## config.mk

```make
export PLATFORM = sky130hd
export DESIGN_NAME = muldiv_unit_flat
export DESIGN_NICKNAME = d
export VERILOG_FILES = /design/src/rtl/muldiv_unit_if.sv /design/src/rtl/muldiv_unit.sv /design/src/flat_wrapper.sv
export SDC_FILE = /design/constraint.sdc
export NUM_CORES = 2
export LEC_CHECK = 0
export BUFFER_PORTS_ARGS = -buffer_cell sky130_fd_sc_hd__buf_2
export CAP_MARGIN = 20
export CORE_MARGIN = 3
export CORE_UTILIZATION = 60
export DETAILED_ROUTE_END_ITERATION = 7
export GPL_TIMING_DRIVEN = 0
export HOLD_SLACK_MARGIN = 0.08
export MAX_ROUTING_LAYER = met4
export PLACE_DENSITY_LB_ADDON = 0.15
export SYNTH_ARGS = -nofsm -noshare
export SYNTH_HDL_FRONTEND = slang
export SYNTH_SLANG_ARGS = --single-unit
export TNS_END_PERCENT = 50
```

## constraint.sdc

```tcl
create_clock -name clk -period 13.2 [get_ports clk]
set_clock_uncertainty 0.05 [all_clocks]
set_input_delay 1.32 -clock clk [delete_from_list [all_inputs] [get_ports clk]]
set_output_delay 1.32 -clock clk [all_outputs]
set_load 0.005 [all_outputs]
```

## src/rtl/muldiv_unit_if.sv

```systemverilog
// muldiv_unit_if
// Handshake and result bundle between the EX stage and the multiply/divide unit.
//   master (EX stage) : drives start, op, a, b, annul; observes busy, done, hi, lo, div_by_zero
//   slave  (muldiv)   : the reverse
interface muldiv_unit_if #(
   parameter int WIDTH = 32
);
   logic             start;
   logic [1:0]       op;
   logic [WIDTH-1:0] a;
   logic [WIDTH-1:0] b;
   logic             annul;
   logic             busy;
   logic             done;
   logic [WIDTH-1:0] hi;
   logic [WIDTH-1:0] lo;
   logic             div_by_zero;

   modport master (
      output start, op, a, b, annul,
      input  busy, done, hi, lo, div_by_zero
   );

   modport slave (
      input  start, op, a, b, annul,
      output busy, done, hi, lo, div_by_zero
   );
endinterface

```

## src/rtl/muldiv_unit.sv

```systemverilog
// muldiv_unit
// Multi-cycle MULT/MULTU/DIV/DIVU unit. Operands are captured on an accepted
// start; the double-width result is presented on hi/lo with a one-cycle done.
// Ports:
//   clk  : clock, rising edge
//   rst  : asynchronous active-high reset
//   bus  : muldiv_unit_if.slave (start/op/a/b/annul in; busy/done/hi/lo/div_by_zero out)
// Parameters:
//   WIDTH         : operand width (even, >= 8)
//   MUL_ITERATIVE : 0 = registered combinational product, 1 = shift-add
//
// state  | meaning
// IDLE   | waiting for start
// CALC   | one divide/multiply iteration per edge
// FIX    | sign correction, loads hi/lo
// DONE   | result presented, done high for one cycle
module muldiv_unit #(
   parameter int WIDTH         = 32,
   parameter bit MUL_ITERATIVE = 1'b0
) (
   input  logic            clk,
   input  logic            rst,
   muldiv_unit_if.slave    bus
);

   localparam int CW = $clog2(WIDTH);
   localparam logic [CW-1:0] CNT_LAST = CW'(WIDTH - 1);

   typedef enum logic [1:0] {
      S_IDLE = 2'd0,
      S_CALC = 2'd1,
      S_FIX  = 2'd2,
      S_DONE = 2'd3
   } state_t;

   state_t             r_state;
   state_t             w_next;
   logic               w_accept;

   logic               r_is_div;
   logic               r_sign_q;
   logic               r_sign_r;
   logic [WIDTH-1:0]   r_ma;
   logic [WIDTH-1:0]   r_mb;
   logic [CW-1:0]      r_cnt;
   logic [2*WIDTH-1:0] r_acc;
   logic [WIDTH-1:0]   r_hi;
   logic [WIDTH-1:0]   r_lo;
   logic               r_dbz;
   logic               r_busy;
   logic               r_done;

   // operand conditioning at start
   logic               w_signed;
   logic               w_b_zero;
   logic [WIDTH-1:0]   w_ma;
   logic [WIDTH-1:0]   w_mb;
   logic [2*WIDTH-1:0] w_ax;
   logic [2*WIDTH-1:0] w_bx;
   logic [2*WIDTH-1:0] w_prod;

   assign w_signed = ~bus.op[0];
   assign w_b_zero = (bus.b == '0);
   assign w_ma     = (w_signed && bus.a[WIDTH-1]) ? -bus.a : bus.a;
   assign w_mb     = (w_signed && bus.b[WIDTH-1]) ? -bus.b : bus.b;
   // Extending to 2*WIDTH (sign or zero) makes the truncated product exact
   // for both MULT and MULTU.
   assign w_ax     = {{WIDTH{w_signed & bus.a[WIDTH-1]}}, bus.a};
   assign w_bx     = {{WIDTH{w_signed & bus.b[WIDTH-1]}}, bus.b};
   assign w_prod   = w_ax * w_bx;

   // restoring division step: r_acc = {partial remainder, dividend/quotient bits}
   logic [WIDTH:0]     w_part;
   logic               w_ge;
   logic [WIDTH-1:0]   w_diff;
   logic [2*WIDTH-1:0] w_div_next;

   assign w_part     = r_acc[2*WIDTH-1:WIDTH-1];
   assign w_ge       = (w_part >= {1'b0, r_mb});
   assign w_diff     = w_part[WIDTH-1:0] - r_mb;
   assign w_div_next = w_ge ? {w_diff, r_acc[WIDTH-2:0], 1'b1}
                            : {r_acc[2*WIDTH-2:0], 1'b0};

   // shift-add step: r_acc = {running sum, remaining multiplier bits}
   logic [WIDTH:0]     w_sum;
   logic [2*WIDTH-1:0] w_mul_next;

   assign w_sum      = {1'b0, r_acc[2*WIDTH-1:WIDTH]} + (r_acc[0] ? {1'b0, r_ma} : '0);
   assign w_mul_next = {w_sum, r_acc[WIDTH-1:1]};

   // sign correction
   logic [WIDTH-1:0]   w_fix_hi;
   logic [WIDTH-1:0]   w_fix_lo;
   logic [2*WIDTH-1:0] w_fix_prod;

   assign w_fix_prod = r_sign_q ? -r_acc : r_acc;

   always_comb begin
      w_fix_hi = w_fix_prod[2*WIDTH-1:WIDTH];
      w_fix_lo = w_fix_prod[WIDTH-1:0];
      if (r_is_div) begin
         w_fix_lo = r_sign_q ? -r_acc[WIDTH-1:0]       : r_acc[WIDTH-1:0];
         w_fix_hi = r_sign_r ? -r_acc[2*WIDTH-1:WIDTH] : r_acc[2*WIDTH-1:WIDTH];
      end
   end

   always_comb begin
      w_next   = r_state;
      w_accept = 1'b0;
      case (r_state)
         S_IDLE: begin
            // annul wins over start
            if (bus.start && !bus.annul) begin
               w_accept = 1'b1;
               if (bus.op[1] && w_b_zero)
                  w_next = S_DONE;
               else if (!bus.op[1] && !MUL_ITERATIVE)
                  w_next = S_DONE;
               else
                  w_next = S_CALC;
            end
         end
         S_CALC: begin
            if (bus.annul)
               w_next = S_IDLE;
            else if (r_cnt == CNT_LAST)
               w_next = S_FIX;
         end
         S_FIX: begin
            if (bus.annul)
               w_next = S_IDLE;
            else
               w_next = S_DONE;
         end
         default: w_next = S_IDLE;
      endcase
   end

   always_ff @(posedge clk or posedge rst) begin
      if (rst) begin
         r_state  <= S_IDLE;
         r_is_div <= 1'b0;
         r_sign_q <= 1'b0;
         r_sign_r <= 1'b0;
         r_ma     <= '0;
         r_mb     <= '0;
         r_cnt    <= '0;
         r_acc    <= '0;
         r_hi     <= '0;
         r_lo     <= '0;
         r_dbz    <= 1'b0;
         r_busy   <= 1'b0;
         r_done   <= 1'b0;
      end else begin
         r_state <= w_next;
         r_busy  <= (w_next != S_IDLE);
         r_done  <= (w_next == S_DONE);

         if (w_accept) begin
            r_is_div <= bus.op[1];
            r_sign_q <= w_signed & (bus.a[WIDTH-1] ^ bus.b[WIDTH-1]);
            r_sign_r <= w_signed & bus.a[WIDTH-1];
            r_ma     <= w_ma;
            r_mb     <= w_mb;
            r_cnt    <= '0;
            r_dbz    <= 1'b0;
            // dividend sits in the low half for divide, multiplier for multiply
            r_acc    <= {{WIDTH{1'b0}}, (bus.op[1] ? w_ma : w_mb)};
            if (bus.op[1] && w_b_zero) begin
               r_hi  <= bus.a;
               r_lo  <= '1;
               r_dbz <= 1'b1;
            end else if (!bus.op[1] && !MUL_ITERATIVE) begin
               r_hi  <= w_prod[2*WIDTH-1:WIDTH];
               r_lo  <= w_prod[WIDTH-1:0];
            end
         end

         if (r_state == S_CALC && !bus.annul) begin
            r_acc <= r_is_div ? w_div_next : w_mul_next;
            r_cnt <= r_cnt + CW'(1);
         end

         if (r_state == S_FIX && !bus.annul) begin
            r_hi <= w_fix_hi;
            r_lo <= w_fix_lo;
         end
      end
   end

   assign bus.busy        = r_busy;
   assign bus.done        = r_done;
   assign bus.hi          = r_hi;
   assign bus.lo          = r_lo;
   assign bus.div_by_zero = r_dbz;

endmodule

```

## src/flat_wrapper.sv

```systemverilog
// flat-port wrapper written by rule: the top's interface ports become plain ports
module muldiv_unit_flat 
#(
   parameter int WIDTH         = 32,
   parameter bit MUL_ITERATIVE = 1'b0
)
  (clk, rst, bus_start, bus_op, bus_a, bus_b, bus_annul, bus_busy, bus_done, bus_hi, bus_lo, bus_div_by_zero);
  muldiv_unit_if #(.WIDTH(WIDTH)) bus_i ();
  input  logic clk;
  input  logic rst;
  input wire logic [$bits(bus_i.start)-1:0] bus_start;
  input wire logic [$bits(bus_i.op)-1:0] bus_op;
  input wire logic [$bits(bus_i.a)-1:0] bus_a;
  input wire logic [$bits(bus_i.b)-1:0] bus_b;
  input wire logic [$bits(bus_i.annul)-1:0] bus_annul;
  output wire logic [$bits(bus_i.busy)-1:0] bus_busy;
  output wire logic [$bits(bus_i.done)-1:0] bus_done;
  output wire logic [$bits(bus_i.hi)-1:0] bus_hi;
  output wire logic [$bits(bus_i.lo)-1:0] bus_lo;
  output wire logic [$bits(bus_i.div_by_zero)-1:0] bus_div_by_zero;
  assign bus_i.start = bus_start;
  assign bus_i.op = bus_op;
  assign bus_i.a = bus_a;
  assign bus_i.b = bus_b;
  assign bus_i.annul = bus_annul;
  assign bus_busy = bus_i.busy;
  assign bus_done = bus_i.done;
  assign bus_hi = bus_i.hi;
  assign bus_lo = bus_i.lo;
  assign bus_div_by_zero = bus_i.div_by_zero;
  muldiv_unit #(.WIDTH(WIDTH), .MUL_ITERATIVE(MUL_ITERATIVE)) u_core (.clk(clk), .rst(rst), .bus(bus_i));
endmodule
```

==> impl_metrics.py <==
metrics = {
    "critical_path": {
        "cp_top_family": "adder cells",
        "crit_buf_inv": 14,
        "critPathMostFrequentCell": "fa_1",
        "critPathMaxFanout": 10,
        "cp-start-kind": "input port",
        "cp_data_required_time_ns": 13.54,
        "cp_slowest_cell": "fa_1",
        "r2r_slack_ns": 8.42,
        "cp_slowest_stage_delay_ns": 0.90,
        "crit_path_end_kind": "flip-flop",
        "crit_type": "in -> reg",
        "critical_path_arrival_ns": 12.92,
    },
    "timing": {
        "setup_viol": 0,
        "fmax_mhz": 79.5,
        "tns_ns": 0,
        "rsz0062_at_grt": "no",
        "period_share": 0.953,
        "min_period_ns": 12.58,
        "worst_pin_slew_ns": 1.26,
        "drv_slew": 0,
        "hold_viol": 0,
        "slew_headroom": 0.158,
    },
    "routing": {
        "vias": 47900,
        "dr.pass1.iters": 7,
        "drt-initial-drc-count": 6684,
        "detail-route-antenna-nets": 0,
        "drc_errors": 0,
        "wl_mm": 220,
        "wl_per_cell_um": 29.2,
        "avgViaCountPerCell": 6.34,
    },
    "logic_synthesis": {
        "synth-simple-area-share": 0.162,
        "ys_seq_area_frac": 0.0951,
        "synth_cell_types": 85,
        "netlist.top_cell.by_area": "fa_1",
        "synthCells": 6202,
        "synth_top_family_by_area": "adder cells",
        "ys.warnings.count": 0,
        "synth_area_um2": 54000,
        "synth-compound-area-share": 0.0975,
        "synth.top_cells.by_area": "fa_1 (42%), dfrtp_1 (9.5%), inv_1 (8.2%), nand2_1 (6.9%), ha_1 (6.6%)",
        "synth_adder_area_share": 0.484,
        "synth_mux_area_frac": 0.0115,
        "synth-seq-cells": 205,
        "postSynthAreaPerCell_um2": 8.70,
        "ys.flop_type": "dfrtp_1",
        "synth_edf_count": 0,
        "synth-async-reset-ratio": 1.00,
        "synth_nets": 7682,
        "synth_top_area_frac": 0.418,
        "synth_xor_area_frac": 0.0389,
    },
    "floorplan": {
        "core_um2": 88800,
        "dieArea_um2": 93600,
        "die_w_um": 306,
        "rows": 109,
        "die_y_um": 306,
        "initial_core_util": 0.608,
        "ios": 137,
    },
    "clocking": {
        "cts_setup_buffers": 0,
        "htreeDepth": 1,
        "clockBufferDepth": 3,
        "cts_tree": "built",
        "clkTransAtPathRegs_ns": 0.06,
        "clock-sinks": 205,
        "clkLatencyLatePin_ns": 0.57,
        "cts_root_buf": "clkbuf_16",
        "hold_buffers": 0,
        "cts-resized-gates": 0,
        "numCtsBuffers": 24,
    },
    "global_route": {
        "grt_pass1_vias": 47300,
        "overflow": 0,
        "grt_pass1_wl_mm": 319,
        "grt_usage": 0.488,
        "grt_max_degree": 114,
        "grt_antenna_before_repair": 23,
    },
    "min_path": {
        "hp-class": "reg -> reg",
    },
    "final_layout": {
        "nets": 7816,
        "syn2layout_area_growth_pct": 5.62,
        "drive_above_1_share": 0.0338,
        "post-route-util": 0.642,
    },
    "job": {
        "maxCapViolations": 0,
    },
    "run_status": {
        "outcome": "completed",
    },
    "placement": {
        "gp_congestion": 1.09,
        "place.port_buffers": 91,
        "dp_hpwl_mm": 182,
    },
}
## synth_stat cells (7+ instances only)
cell type     n
a21oi_1     208
xor2_1      101
o21ai_1      15
o22ai_1      20
or2_2         8
or3_1         8
nor4_1       15
nand2b_1     28
dfrtp_1     205
ha_1        283
o211ai_1     41
o21ai_0     245
a211oi_1     19
and2_1      404
nand4_1      21
nor2_1      178
clkbuf_1    312
and3_1       19
o41ai_1      11
o221ai_1     39
fa_1       1127
a31oi_1      24
a22oi_1      10
nand3_1      65
or4_1        10
nor2b_1      14
a21boi_0      7
inv_1      1179
o31ai_1      29
o32ai_1      11
buf_1        69
xnor2_1     139
buf_2        20
nor3_1       52
nand2_1     992
o21bai_1     36
o21a_1        7
a21o_1       62
mux2i_1      55
## tightest hold or removal path: cells and delay by family, from the launching register on
family | cells | cell delay (ns)
simple gates | 1 | 0.04
flops | 1 | 0.34
compound gates | 1 | 0.06
## layer usage
| layer | global-route usage | routed length, um | part of all wire |
|---|---|---|---|
| met3 | 0.136 | 31600 | 0.14 |
| met5 | - | 0 | 0 |
| met4 | 0.266 | 16000 | 0.073 |
| met1 | 0.645 | 80800 | 0.37 |
| met2 | 0.686 | 92000 | 0.42 |
## sequential cells by signal (all words and copies together) (netlist names)
| name | flops |
|---|---|
| u_core.bus.busy | 1 |
| u_core.bus.div_by_zero | 1 |
| u_core.bus.done | 1 |
| u_core.bus.hi | 32 |
| u_core.bus.lo | 32 |
| u_core.r_acc | 64 |
| u_core.r_cnt | 5 |
| u_core.r_is_div | 1 |
| u_core.r_ma | 32 |
| u_core.r_mb | 32 |
| u_core.r_sign_q | 1 |
| u_core.r_sign_r | 1 |
| u_core.r_state | 2 |
## logic make-up (layout without fill, tap and decap cells)
| family | count (synthesis) | after routing |
|---|---|---|
| buffers and inverters | 1588 | 1739 |
| XOR/XNOR | 240 | 240 |
| AND/OR/NAND/NOR | 1860 | 1860 |
| multiplexers | 61 | 61 |
| adder cells (fa/ha/maj) | 1410 | 1410 |
| flip-flops | 205 | 205 |
| other | 0 | 26 |
| AO/OA/AOI/OAI | 838 | 838 |
## final timing paths
| check | start | end | cells past startpoint |
|---|---|---|---|
| min in group asynchronous | rst | u_core.r_mb[4]$_DFFE_PP0P_ | 2 |
| max reg2reg | u_core.r_acc[59]$_DFFE_PP0P_ | u_core.r_acc[60]$_DFFE_PP0P_ | 13 |
| max | bus_a[31] | u_core.bus.hi[30]$_DFFE_PP0P_ | 33 |
| min reg2reg | u_core.r_ma[27]$_DFFE_PP0P_ | u_core.r_ma[27]$_DFFE_PP0P_ | 2 |
| min | u_core.r_ma[27]$_DFFE_PP0P_ | u_core.r_ma[27]$_DFFE_PP0P_ | 2 |
| max in group asynchronous | rst | u_core.r_ma[28]$_DFFE_PP0P_ | 3 |
## layout by cell type, fill, tap and decap left out, types with 21 or more instances in the layout
cell       count
clkbuf_16     24
a21o_1        62
o21bai_1      36
dfrtp_1      205
o221ai_1      39
xor2_1       101
inv_1       1178
nand3_1       65
o211ai_1      41
o31ai_1       29
clkbuf_1     316
xnor2_1      139
fa_1        1127
ha_1         283
nand2_1      992
buf_1         69
o21ai_0      245
a31oi_1       24
nor3_1        52
nand2b_1      28
a21oi_1      208
nand4_1       21
diode_2       26
buf_2        111
and2_1       404
nor2_1       178
mux2i_1       55
## cell type report
type,count,area [um2]
multi-input combinational,4409,42800
fill,7863,31800
sequential,205,5130
inverter,1183,4450
buffer,405,1570
tap,1165,1460
timing repair buffer,108,713
clock buffer,35,702
clock inverter,8,86.3
antenna,26,65.1
## metrics by stage
| stage | instance area (um2) | hold WS [ns] | cells | worst slack (ns) |
|---|---|---|---|---|
| after floorplan | 54000 | 0.388 | 6202 | 3.41 |
| after global placement | 55900 | 0.405 | 7458 | 0.491 |
| after detailed placement | 56000 | 0.413 | 7465 | 0.399 |
| after CTS | 56800 | 0.427 | 7508 | 0.954 |
| after global routing | 57000 | 0.460 | 7529 | 0.490 |
| final | 57000 | 0.435 | 7544 | 0.622 |
Power is not shown: default switching activity piles up to over one toggle a cycle in this logic, so the estimate is an artifact.
